==> src/rtl/com_rxf_lane.sv <==
// Receive lane framer: deserialises LANE_W-bit beats (qualified by fire) into MSB-first bytes.
// Optional partial-byte timeout abort is built when COM_RXF_LANE_TIMEOUT_EN is defined.
module com_rxf_lane #(
    parameter int LANE_W  = 4,
    parameter int TIMEOUT = 16,
    parameter int CNT_W   = 12
) (
    input  logic              clk,
    input  logic              rst,
    input  logic              fire,
    input  logic [LANE_W-1:0] din,
    input  logic              clr,
    output logic [7:0]        dout,
    output logic              dout_vld,
    output logic              busy,
    output logic [CNT_W-1:0]  byte_cnt,
    output logic              err_trunc
);
    localparam int BEATS = 8 / LANE_W;
    localparam int BC_W  = (BEATS > 1) ? $clog2(BEATS) : 1;
    localparam logic [BC_W-1:0] LAST_BEAT = BC_W'(BEATS - 1);

    typedef enum logic {IDLE, SHIFT} state_t;

    state_t            state_reg, state_next;
    logic [BC_W-1:0]   beat_reg, beat_next;
    logic [7:0]        dout_reg, dout_next;
    logic              vld_reg, vld_next;
    logic [CNT_W-1:0]  cnt_reg, cnt_next;
    logic [7:0]        assembled;
    logic              take;
    logic              last_beat;

    assign take = fire & ~clr;

    // Partial beats live in a register just wide enough for BEATS-1 beats;
    // the incoming beat is concatenated below them to form the byte.
    if (BEATS == 1) begin : g_direct
        assign assembled = din;
    end else begin : g_shift
        logic [7-LANE_W:0] shreg_reg;

        assign assembled = {shreg_reg, din};

        always_ff @(posedge clk or posedge rst) begin
            if (rst) begin
                shreg_reg <= '0;
            end else if (take) begin
                shreg_reg <= assembled[7-LANE_W:0];
            end
        end
    end

    assign last_beat = (state_reg == IDLE) ? (BEATS == 1) : (beat_reg == LAST_BEAT);

`ifdef COM_RXF_LANE_TIMEOUT_EN
    localparam int GAP_W = $clog2(TIMEOUT);
    localparam logic [GAP_W-1:0] GAP_LAST = GAP_W'(TIMEOUT - 1);

    logic [GAP_W-1:0] gap_reg, gap_next;
    logic             trunc_reg, trunc_next;
`endif

    always_comb begin
        state_next = state_reg;
        beat_next  = beat_reg;
        dout_next  = dout_reg;
        vld_next   = 1'b0;
        cnt_next   = cnt_reg;
`ifdef COM_RXF_LANE_TIMEOUT_EN
        gap_next   = gap_reg;
        trunc_next = 1'b0;
`endif
        if (clr) begin
            state_next = IDLE;
            beat_next  = '0;
            cnt_next   = '0;
`ifdef COM_RXF_LANE_TIMEOUT_EN
            gap_next   = '0;
`endif
        end else if (fire) begin
`ifdef COM_RXF_LANE_TIMEOUT_EN
            gap_next = '0;
`endif
            if (last_beat) begin
                state_next = IDLE;
                beat_next  = '0;
                dout_next  = assembled;
                vld_next   = 1'b1;
                if (!(&cnt_reg)) begin
                    cnt_next = cnt_reg + CNT_W'(1);
                end
            end else begin
                state_next = SHIFT;
                beat_next  = beat_reg + BC_W'(1);
            end
        end else begin
`ifdef COM_RXF_LANE_TIMEOUT_EN
            // Idle cycle: only a pending partial byte ages toward the abort.
            if (state_reg == SHIFT) begin
                if (gap_reg == GAP_LAST) begin
                    state_next = IDLE;
                    beat_next  = '0;
                    gap_next   = '0;
                    trunc_next = 1'b1;
                end else begin
                    gap_next = gap_reg + GAP_W'(1);
                end
            end else begin
                gap_next = '0;
            end
`endif
        end
    end

    always_ff @(posedge clk or posedge rst) begin
        if (rst) begin
            state_reg <= IDLE;
            beat_reg  <= '0;
            dout_reg  <= 8'h00;
            vld_reg   <= 1'b0;
            cnt_reg   <= '0;
`ifdef COM_RXF_LANE_TIMEOUT_EN
            gap_reg   <= '0;
            trunc_reg <= 1'b0;
`endif
        end else begin
            state_reg <= state_next;
            beat_reg  <= beat_next;
            dout_reg  <= dout_next;
            vld_reg   <= vld_next;
            cnt_reg   <= cnt_next;
`ifdef COM_RXF_LANE_TIMEOUT_EN
            gap_reg   <= gap_next;
            trunc_reg <= trunc_next;
`endif
        end
    end

    assign dout     = dout_reg;
    assign dout_vld = vld_reg;
    assign busy     = (state_reg == SHIFT);
    assign byte_cnt = cnt_reg;
`ifdef COM_RXF_LANE_TIMEOUT_EN
    assign err_trunc = trunc_reg;
`else
    assign err_trunc = 1'b0;
`endif

endmodule

==> config.mk <==
export PLATFORM = sky130hd
export DESIGN_NAME = com_rxf_lane
export DESIGN_NICKNAME = d
export VERILOG_FILES = /design/src/rtl/com_rxf_lane.sv
export SDC_FILE = /design/constraint.sdc
export NUM_CORES = 1
export LEC_CHECK = 0
export BUFFER_PORTS_ARGS = -buffer_cell sky130_fd_sc_hd__buf_4
export CORE_AREA = 4 4 60 73
export CTS_CLUSTER_SIZE = 30
export DETAILED_ROUTE_END_ITERATION = 12
export DIE_AREA = 0 0 64 77
export PLACE_DENSITY_LB_ADDON = 0.1
export REMOVE_ABC_BUFFERS = 1
export SYNTH_ARGS = -nofsm -noshare
export SYNTH_HDL_FRONTEND = slang
export SYNTH_SLANG_ARGS = --single-unit
==> constraint.sdc <==
create_clock -name clk -period 1.5 [get_ports clk]
set_input_delay 0.15 -clock clk [delete_from_list [all_inputs] [get_ports clk]]
set_output_delay 0.15 -clock clk [all_outputs]
set_load 0.02 [all_outputs]
# Yosys cells after proc, flatten, opt, wreduce, memory -nomap -nowiden

Index checks and enable logic that the tools add are counted.

Memories: 0
Bits in latches: 0
Bits in registers: 27
RAM bits: 0
Word-level logic and storage cells: 30
Output and inout bits: 23
Bits in read-only memories: 0

$add $sub $neg: 2
Bitwise logic cells: 2
Mux-type cells: 14
Shift-type cells: 0
Equality and inequality tests: 1
$mul: 0
Magnitude comparators: 0
Divide/modulo/power cells: 0
Reduce and logical (&&, ||, !) cells: 5

Operators with widths:

| cell                                          | count |
|---|---|
| two-way mux 12 bit                            | 4 |
| adder 12 x 1 -> 12 bit, second input constant | 1 |
| AND reduction 12 bit                          | 1 |
| two-way mux 1 bit                             | 10 |
| AND reduction 3 bit                           | 2 |
| nonzero test 2 bit                            | 2 |
| inequality test 2 bit, second input constant  | 1 |
| adder 1 bit, second input constant            | 1 |
| bitwise AND 1 bit                             | 1 |
| NOT 1 bit                                     | 1 |

# Longest topological paths before layout

Gate-level depths: netlist of run 1.

Depth after elaboration: 5
Depth in mapped cells: 6

# Worst setup path before layout of run 1

Ideal clock, no wire load.

Path kind: register to register
From: reg cnt_reg[0] (netlist: byte_cnt[0])
To: reg cnt_reg[7] (netlist: byte_cnt[7])
Arrival: 1562 ps
Stages on the path, launching flop included: 6
Setup time: 96 ps
Slack: -157 ps
Buffers on the path: 0
Period minus slack after synthesis: 1657 ps
Path through: dfrtp_1 ha_1 inv_1 nor4_4 nor2_1 a311oi_2

Longest elaborated chain between the ends: 5

Ends and longest elaborated chain:

| what                   | line | text |
|---|---|---|
| start, declared        | 29   | `logic [CNT_W-1:0] cnt_reg, cnt_next;` |
| start signal, assigned | 132  | `cnt_reg <= cnt_next;` |
| adder 12 x 1 -> 12 bit | 91   | `cnt_next = cnt_reg + CNT_W'(1);` |
| two-way mux 12 bit     | 90   | `if (!(&cnt_reg)) begin` |
| two-way mux 12 bit     | 85   | `if (last_beat) begin` |
| two-way mux 12 bit     | 81   | `end else if (fire) begin` |
| two-way mux 12 bit     | 74   | `if (clr) begin` |

Several ways; a longest one is shown, not always the timed one. The select of a mux whose other input is x is not followed.
A chain may end at the register's enable or synchronous reset.

# Worst setup path after layout of run 1

From: reg cnt_reg[0] (netlist: byte_cnt[0])
To: reg cnt_reg[3] (netlist: byte_cnt[3])

Same word-level chain as after synthesis.

==> results of run 1 <==
## what timing repair did
item / CTS / global route
gates resized for setup: 2 / 11
hold buffers: 1 / 0
setup endpoints to repair: 1 / 8
pin swaps: 2 / 6
hold endpoints to repair: 27 / 0
setup buffers: 3 / 4
## final cells by class
class / instances / area, um^2 / share of cell area [%]
clock inverter: 1 / 7.507 / 0.4144
sequential: 27 / 678.2 / 37.43
inverter: 5 / 18.77 / 1.036
clock buffer: 3 / 41.29 / 2.279
multi-input combinational: 92 / 589.3 / 32.53
timing repair buffer: 54 / 411.6 / 22.72
tap: 52 / 65.06 / 3.591
## how the worst min path moves through the flow
| stage | start | endpoint | slack, ns | cells past startpoint |
|---|---|---|---|---|
| 2_1_floorplan | rst | beat_reg$_DFFE_PP0P_ | 0.20 | 1 |
| 3_3_place_gp | rst | byte_cnt[6]$_DFFE_PP0P_ | 0.24 | 3 |
| 3_5_place_dp | rst | byte_cnt[8]$_DFFE_PP0P_ | 0.25 | 3 |
| 4_1_cts | din[0] | dout[0]$_DFFE_PP0P_ | 0.06 | 3 |
| 5_1_grt | din[0] | dout[0]$_DFFE_PP0P_ | 0.06 | 3 |
| 6_report | din[0] | dout[0]$_DFFE_PP0P_ | 0.07 | 3 |
## layer usage
metal | up-vias | share of wire [%] | GRT usage, %
met2 | 21 | 55 | 25.44
li1 | 554 | - | -
met1 | 559 | 40 | 15.82
met3 | 5 | 3.7 | 2.924
met5 | - | 0 | 0
met4 | 0 | 1.3 | 4.536
## critical path: stages, from the launching register on
cell and delay (ns):
dfrtp_1 0.38, ha_2 0.20, inv_2 0.05, nor4_4 0.35, buf_4 0.19, or3_1 0.10
a21oi_1 0.05
## report_power, final
part	leakage [uW]	switching [uW]	total, uW	internal (uW)
Combinational	0.000525	187	337	150
Clock	0.0000217	235	423	189
Sequential	0.000354	49.2	861	812
Total	0.000900	471	1620	1150
## cell families (layout without fill, tap and decap cells)
kind of cell / after synthesis / after routing / share of synthesized area (%)
AO/OA/AOI/OAI: 19 / 19 / 9.901
XOR/XNOR: 2 / 2 / 1.386
adder cells (fa/ha/maj): 1 / 1 / 0.9899
buffers and inverters: 8 / 63 / 2.771
flip-flops: 27 / 27 / 53.47
multiplexers: 5 / 5 / 4.356
other: 1 / 1 / 0.2967
AND/OR/NAND/NOR: 64 / 64 / 26.83
## synth_stat cells, types with 2 or more instances
cell type	instances	share of area, %
and3_1	2	0.99
o21ai_0	5	2.0
or3_1	4	2.0
inv_1	4	1.2
nor3_1	3	1.2
nand4_1	3	1.5
dfrtp_1	27	53
nor2b_1	2	0.99
a31oi_1	3	1.5
xnor2_1	2	1.4
and4_1	3	2.1
a21oi_1	5	2.0
mux2_2	4	3.6
nand2_1	28	8.3
nor2_1	7	2.1
nand3_1	6	2.4
## stage by stage
stage | utilization, % | std cells
floorplan | - | 124
global placement | 45.63 | 222
detailed placement | 45.63 | 222
CTS | 48.04 | 230
global route | 49.86 | 234
finish | 49.86 | 234
==> results.py, run 1 <==
metrics = {
    "cells_and_area": {
        "antenna_cells": 0,
        "layout_common_cells": "buf_4 (52), nand2_1 (28), dfrtp_1 (25), nor2_1 (7)",
        "largest_register_ffs": 12,
        "final_common_cell": "buf_4",
        "drive_gt1_share_pct": 41.76,
        "fin_nets": 192,
        "syn_to_final_growth_pct": 43.37,
        "nFillCells": 365,
        "stdcell_area_um2": 1812,
    },
    "yosys": {
        "syn-cell-area_um2": 1264,
        "syn_inst": 127,
        "ys_ff_latch": 27,
        "yosys.cell_types.count": 35,
        "async_flop_share_pct": 100.0,
        "avgSynthCellArea_um2": 9.950,
        "ys_warn_count": 0,
        "synth_top_flop_cell": "dfrtp_1",
        "synth_edf_count": 0,
        "yosysSeqAreaShare_pct": 53.47,
    },
    "pwr": {
        "ir_drop_uv": 455.1,
        "cellLeakagePower_uw": 0.0009002,
        "p_per_area_nw_per_um2": 894.8,
        "total_power_uw": 1621,
    },
    "floorplan": {
        "dieArea_um2": 4928,
        "fp.dieH_um": 77,
        "rows": 24,
        "io_pins": 31,
        "die_w_um": 64,
        "core-area_um2": 3633,
        "start_util_pct": 34.78,
    },
    "sta": {
        "finalSetupTns_ns": 0,
        "fmax_mhz": 698.3,
        "setup_ws_ns": 0.06803,
        "clock_skew_ns": 0.002141,
        "setup_viol": 0,
        "post-route-period-util_pct": 95.46,
        "hold-worst-slack_ns": 0.06896,
        "hold_viol_final": 0,
        "slew_violations": 0,
        "layout_min_cycle_time_ns": 1.432,
        "rsz0062_at_grt": "yes",
    },
    "place": {
        "gp_congestion": 0.7625,
        "placed_cell_area_um2": 1658,
        "dp_hpwl_um": 2291,
        "io_buffer_count": 29,
        "dp_slack_ns": 0.01667,
    },
    "worst_setup_path": {
        "endpoint_kind": "register",
        "cp.arrival_ns": 1.60,
        "critical_path_required_ns": 1.66,
        "r2r_slack_ns": 0.07,
        "reg2reg_to": "byte_cnt[3]$_DFFE_PP0P_",
        "reg2regPathDepth": 6,
        "r2r_start": "byte_cnt[0]$_DFFE_PP0P_",
        "critPathLaunch": "byte_cnt[0]$_DFFE_PP0P_",
        "critPathLaunchType": "register",
        "worstPathMaxFanout": 5,
        "cp-endpoint": "byte_cnt[3]$_DFFE_PP0P_",
        "path_class": "reg -> reg",
    },
    "global_routing": {
        "track_usage_pct": 13.95,
        "antenna_found_initial": 0,
        "grt_max_degree": 28,
        "grt_pass1_vias": 1155,
        "grt_pass1_wl_um": 5478,
        "gr-total-overflow": 0,
    },
    "outcome": {
        "outcome": "completed",
    },
    "cts": {
        "h-tree-depth": 1,
        "cts-buffers-inserted": 3,
        "path_clk_slew_ns": 0.09,
        "cts_root_buf": "clkbuf_8",
        "clkLatencyLatePin_ns": 0.27,
        "cts.path.max_buffers": 2,
        "cts_sinks": 27,
        "cts_tree": "yes",
    },
    "route": {
        "drc": 0,
        "firstDrtPassIters": 5,
        "num_vias": 1139,
        "antenna_left": 0,
        "routed_wl_um": 3230,
        "wl_per_cell_um": 13.80,
        "drt_iter0_markers": 45,
        "via_per_inst": 4.868,
    },
    "hold_path": {
        "min_path_type": "in -> reg",
    },
    "flow_run": {
        "cap_violations": 0,
    },
}
Note: power is estimated with default switching activity, not from simulation.
==> run 2, diff against run 1 <==
--- a/config.mk
+++ b/config.mk
@@ -6,11 +6,12 @@
 export NUM_CORES = 1
 export LEC_CHECK = 0
 export BUFFER_PORTS_ARGS = -buffer_cell sky130_fd_sc_hd__buf_4
-export CORE_AREA = 4 4 60 73
+export CORE_AREA = 4 4 64 77
 export CTS_CLUSTER_SIZE = 30
 export DETAILED_ROUTE_END_ITERATION = 12
-export DIE_AREA = 0 0 64 77
+export DIE_AREA = 0 0 68 81
 export PLACE_DENSITY_LB_ADDON = 0.1
+export RECOVER_POWER = 100
 export REMOVE_ABC_BUFFERS = 1
 export SYNTH_ARGS = -nofsm -noshare
 export SYNTH_HDL_FRONTEND = slang
==> results.py, run 2 (synthesis gave the netlist of run 1 again) <==
metrics = {
    "sta": {
        "finalSetupTns_ns": 0,
        "setup_ws_ns": 0.09877,
        "layout_min_cycle_time_ns": 1.401,
        "worst_pin_slew_ns": 0.6881,
        "hold_viol_final": 0,
        "clock_skew_ns": 0.001568,
        "fmax_mhz": 713.7,
        "slew_violations": 0,
        "hold-worst-slack_ns": 0.07381,
        "setup_viol": 0,
        "post-route-period-util_pct": 93.42,
        "slew_headroom_pct": 54.13,
    },
    "floorplan": {
        "io_pins": 31,
        "rows": 26,
        "fp.dieH_um": 81,
        "core-area_um2": 4229,
        "start_util_pct": 29.88,
        "dieArea_um2": 5508,
        "die_w_um": 68,
    },
    "cells_and_area": {
        "antenna_cells": 0,
        "largest_register_ffs": 12,
        "final_cells": 234,
        "postLayoutCoreUtil_pct": 39.50,
        "syn_to_final_growth_pct": 32.18,
        "layout_common_cells": "nand2_1 (28), buf_4 (27), dfrtp_1 (26), clkbuf_1 (20)",
        "fin_nets": 188,
        "drive_gt1_share_pct": 25.84,
        "final_common_cell": "nand2_1",
    },
    "pwr": {
        "comb_power_share_pct": 18.2,
        "p_int_uw": 1098,
        "p_per_area_nw_per_um2": 931.3,
        "ir_drop_uv": 438.4,
        "netSwitchingPower_uw": 457.9,
        "swShare_pct": 29.43,
        "cellLeakagePower_uw": 0.0007812,
        "clock_power_share_pct": 26.6,
        "power_frac_seq_pct": 55.2,
    },
    "cts": {
        "cts_root_buf": "clkbuf_8",
        "cts_sinks": 27,
        "path_clk_slew_ns": 0.09,
        "cts-buffers-inserted": 3,
        "h-tree-depth": 1,
        "cts_tree": "yes",
        "clkLatencyLatePin_ns": 0.27,
        "cts.path.max_buffers": 2,
    },
    "worst_setup_path": {
        "critPathLaunchType": "register",
        "critical_path_required_ns": 1.68,
        "worstPathMaxFanout": 5,
        "cp.arrival_ns": 1.58,
        "endpoint_kind": "register",
        "path_class": "reg -> reg",
    },
    "place": {
        "io_buffer_count": 29,
        "gp_congestion": 0.8024,
        "dp.cells": 228,
        "dp_slack_ns": 0.04041,
        "dp_hpwl_um": 2345,
    },
    "global_routing": {
        "gr-total-overflow": 0,
        "track_usage_pct": 12.84,
        "grt_pass1_wl_um": 5416,
        "antenna_found_initial": 0,
        "grt_max_degree": 28,
        "grt_pass1_vias": 1139,
    },
    "route": {
        "num_vias": 1115,
        "drc": 0,
        "drt_iter0_markers": 55,
        "routed_wl_um": 3128,
        "antenna_left": 0,
        "wl_per_cell_um": 13.37,
        "via_per_inst": 4.765,
        "firstDrtPassIters": 4,
    },
    "hold_path": {
        "min_path_type": "in -> reg",
    },
    "flow_run": {
        "cap_violations": 0,
    },
    "outcome": {
        "outcome": "completed",
    },
}
## run 2: cell types whose count changed in the layout (fill, tap and decap cells not counted), sizes merged
cell / before / now
buf: 53 / 27
clkbuf: 3 / 26
clkinvlp: 1 / 0
## run 2: critical path, stage by stage, from the launching register on
cell	delay [ns]
dfrtp_1	0.43
and2_1	0.24
and3_1	0.23
and4_1	0.20
a211oi_1	0.22
## run 2: cell type report
cell class                      instances  area, um^2
Fill cell                             463        2559
Sequential cell                        27       676.9
Multi-Input combinational cell         92       555.5
Timing Repair Buffer                   50       304.0
Tap cell                               56       70.07
Clock buffer                            4       45.04
Inverter                                5       18.77
## run 2: what timing repair did
| item | in CTS | in global routing |
|---|---|---|
| hold buffers | 1 | 0 |
| endpoints found under the setup margin | 0 | 7 |
| gates resized for setup | 0 | 8 |
| endpoints found under the hold margin | 27 | 0 |
| setup buffers | 0 | 1 |
## run 2: final timing paths
kind	start	to	slack (ns)	cells after the start
min in group asynchronous	rst	dout[2]$_DFFE_PP0P_	0.61	4
worst min register to register	g_shift.shreg_reg[0]$_DFFE_PP0P_	dout[4]$_DFFE_PP0P_	0.48	2
max in group asynchronous	rst	byte_cnt[10]$_DFFE_PP0P_	0.40	4
worst min-delay path	din[0]	dout[0]$_DFFE_PP0P_	0.07	3
worst max-delay path	byte_cnt[7]$_DFFE_PP0P_	byte_cnt[11]$_DFFE_PP0P_	0.1	4
worst max register to register	byte_cnt[7]$_DFFE_PP0P_	byte_cnt[11]$_DFFE_PP0P_	0.1	4
## run 2: power groups by stage
stage          Combinational [uW]  Sequential [uW]  Clock [uW]
2_1_floorplan                91.4              954           0
3_3_place_gp                  339              873           0
3_5_place_dp                  344              873           0
4_1_cts                       345              862         440
5_1_grt                       315              872         462
6_report                      283              859         413
## run 2: through the flow
stage,instance area (um^2),power (uW)
after CTS,1733,1647
after global placement,1678,1211
after floorplan,1247,1046
after detailed placement,1678,1217
final,1670,1556
after global routing,1670,1649
## run 2: layer usage
layer / part of all wire (%) / routed length (um) / up-vias / global-route usage (%)
met5: 0 / 0 / - / 0
met4: 0.64 / 20 / 0 / 3.579
met3: 3.5 / 109 / 2 / 2.213
met2: 53 / 1661 / 24 / 22.18
met1: 43 / 1336 / 539 / 16.21
li1: - / - / 550 / -
==> run 3, diff against run 2 <==
==> constraint.sdc (replaced) <==
create_clock -name clk -period 1.3 [get_ports clk]
set_input_delay 0.13 -clock clk [delete_from_list [all_inputs] [get_ports clk]]
set_output_delay 0.13 -clock clk [all_outputs]
set_load 0.02 [all_outputs]
==> results.py, run 3 (synthesis gave the netlist of run 1 again) <==
metrics = {
    "cts": {
        "path_clk_slew_ns": 0.10,
        "cts-buffers-inserted": 3,
        "clkLatencyLatePin_ns": 0.28,
        "cts_tree": "yes",
        "cts_root_buf": "clkbuf_8",
        "h-tree-depth": 1,
        "cts_sinks": 27,
        "cts.path.max_buffers": 2,
    },
    "worst_setup_path": {
        "crit_path_max_incr_delay_ns": 0.40,
        "cp_top_family": "simple AND/OR/NAND/NOR gates",
        "endpoint_kind": "register",
        "critPathLaunchType": "register",
        "critical_path_required_ns": 1.51,
        "worst-path-buf-inv": 2,
        "cpMaxStageDelayCell": "dfrtp_1",
        "worstPathMaxFanout": 6,
        "path_cells": "ha_2 -> inv_2 -> nor4_4 -> buf_4 -> or3_4 -> a21oi_2",
        "path_class": "reg -> reg",
        "cp.arrival_ns": 1.62,
    },
    "floorplan": {
        "io_pins": 31,
        "fp.dieH_um": 81,
        "die_w_um": 68,
        "dieArea_um2": 5508,
        "start_util_pct": 29.88,
        "core-area_um2": 4229,
        "rows": 26,
    },
    "global_routing": {
        "antenna_found_initial": 0,
        "grt_pass1_vias": 1187,
        "track_usage_pct": 13.20,
        "gr-total-overflow": 0,
        "grt_pass1_wl_um": 5547,
        "grt_max_degree": 28,
    },
    "outcome": {
        "outcome": "finished with violations",
        "violations": "negative setup slack",
    },
    "sta": {
        "slew_violations": 0,
        "fmax_mhz": 706.8,
        "layout_min_cycle_time_ns": 1.415,
        "post-route-period-util_pct": 108.8,
        "setup_viol": 10,
        "finalSetupTns_ns": -0.5445,
        "rsz0062_at_grt": "yes",
        "setup_ws_ns": -0.1149,
        "hold_viol_final": 0,
        "slew_headroom_pct": 53.90,
        "clock_skew_ns": 0.001616,
        "hold-worst-slack_ns": 0.04434,
        "worst_pin_slew_ns": 0.6916,
    },
    "cells_and_area": {
        "fin_nets": 207,
        "antenna_cells": 0,
        "largest_register_ffs": 12,
        "final_common_cell": "buf_4",
        "syn_to_final_growth_pct": 49.90,
        "drive_gt1_share_pct": 40.10,
        "layout_common_cells": "buf_4 (43), nand2_1 (27), dfrtp_1 (25), clkbuf_1 (16), nor2_1 (7)",
    },
    "flow_run": {
        "cap_violations": 0,
    },
    "route": {
        "via_per_inst": 4.700,
        "drt_iter0_markers": 65,
        "firstDrtPassIters": 4,
        "antenna_left": 0,
        "drc": 0,
        "num_vias": 1189,
        "routed_wl_um": 3289,
        "wl_per_cell_um": 13.00,
    },
    "pwr": {
        "cellLeakagePower_uw": 0.0009128,
        "p_per_area_nw_per_um2": 964.1,
        "ir_drop_uv": 624.9,
    },
    "place": {
        "gp_congestion": 0.8653,
        "dp_hpwl_um": 2440,
        "dp_slack_ns": -0.1628,
        "io_buffer_count": 29,
    },
    "hold_path": {
        "min_path_type": "in -> reg",
    },
}
[run 3: cell types whose count changed in the layout (fill, tap and decap cells not counted), moves of 2 or more]
cell / delta
buf_4: +16
buf_6: +5
clkbuf_1: -4
nand3_1: -2
nand3_2: +2
nor3_2: +2
or3_1: -2
or3_4: +2
[run 3: routing by layer]
layer	wire length [um]	global-route usage, %
met4	34	3.579
met3	137	2.766
met1	1402	16.61
met5	0	0
met2	1716	22.57
[run 3: worst paths after layout]
check / cells after the start / slack, ns / from / end
max: 6 / -0.11 / byte_cnt[0]$_DFFE_PP0P_ / byte_cnt[2]$_DFFE_PP0P_
min: 3 / 0.04 / din[3] / dout[3]$_DFFE_PP0P_
max reg2reg: 6 / -0.11 / byte_cnt[0]$_DFFE_PP0P_ / byte_cnt[2]$_DFFE_PP0P_
min reg2reg: 2 / 0.48 / g_shift.shreg_reg[2]$_DFFE_PP0P_ / dout[6]$_DFFE_PP0P_
max in group asynchronous: 4 / 0.23 / rst / byte_cnt[2]$_DFFE_PP0P_
min in group asynchronous: 4 / 0.59 / rst / dout[2]$_DFFE_PP0P_
[run 3: timing repair]
item                                    CTS  global route
buffers inserted                          6             2
endpoints found under the setup margin   11            12
hold endpoints to repair                 27             0
resized for setup                        14             9
pin swaps                                14             5
hold buffers                              1             0
[run 3: power by group]
part           switching (uW)  leakage [uW]  internal, uW
clock                     286     0.0000261           225
combinational             220      0.000533           109
sequential               49.7      0.000354           937
[run 3: area by class of cell]
class	count	area (um^2)
well taps	56	70.07
multi-input cells	92	600.6
clock inverters	1	8.758
clock buffers	3	41.29
inverters	5	18.77
repair buffers	69	476.7
fillers	464	2335
flip-flops and latches	27	678.2
[run 3: stage by stage]
stage          std cells  power, uW  util, %  instance area [um^2]
2_1_floorplan        124       1206        -                  1247
3_3_place_gp         240       1404    41.80                  1768
3_5_place_dp         240       1409    41.80                  1768
4_1_cts              251       1939    45.27                  1914
5_1_grt              253       1941    44.79                  1894
6_report             253       1826    44.79                  1894
[run 3: worst reg2reg max path: cells and delay by family, from the launching register on]
family | cells | cell delay, ns
DFF | 1 | 0.40
and+or+nand+nor | 2 | 0.41
adders and majority gates | 1 | 0.19
AOI/OAI and AO/OA | 1 | 0.12
buffers and inverters | 2 | 0.23
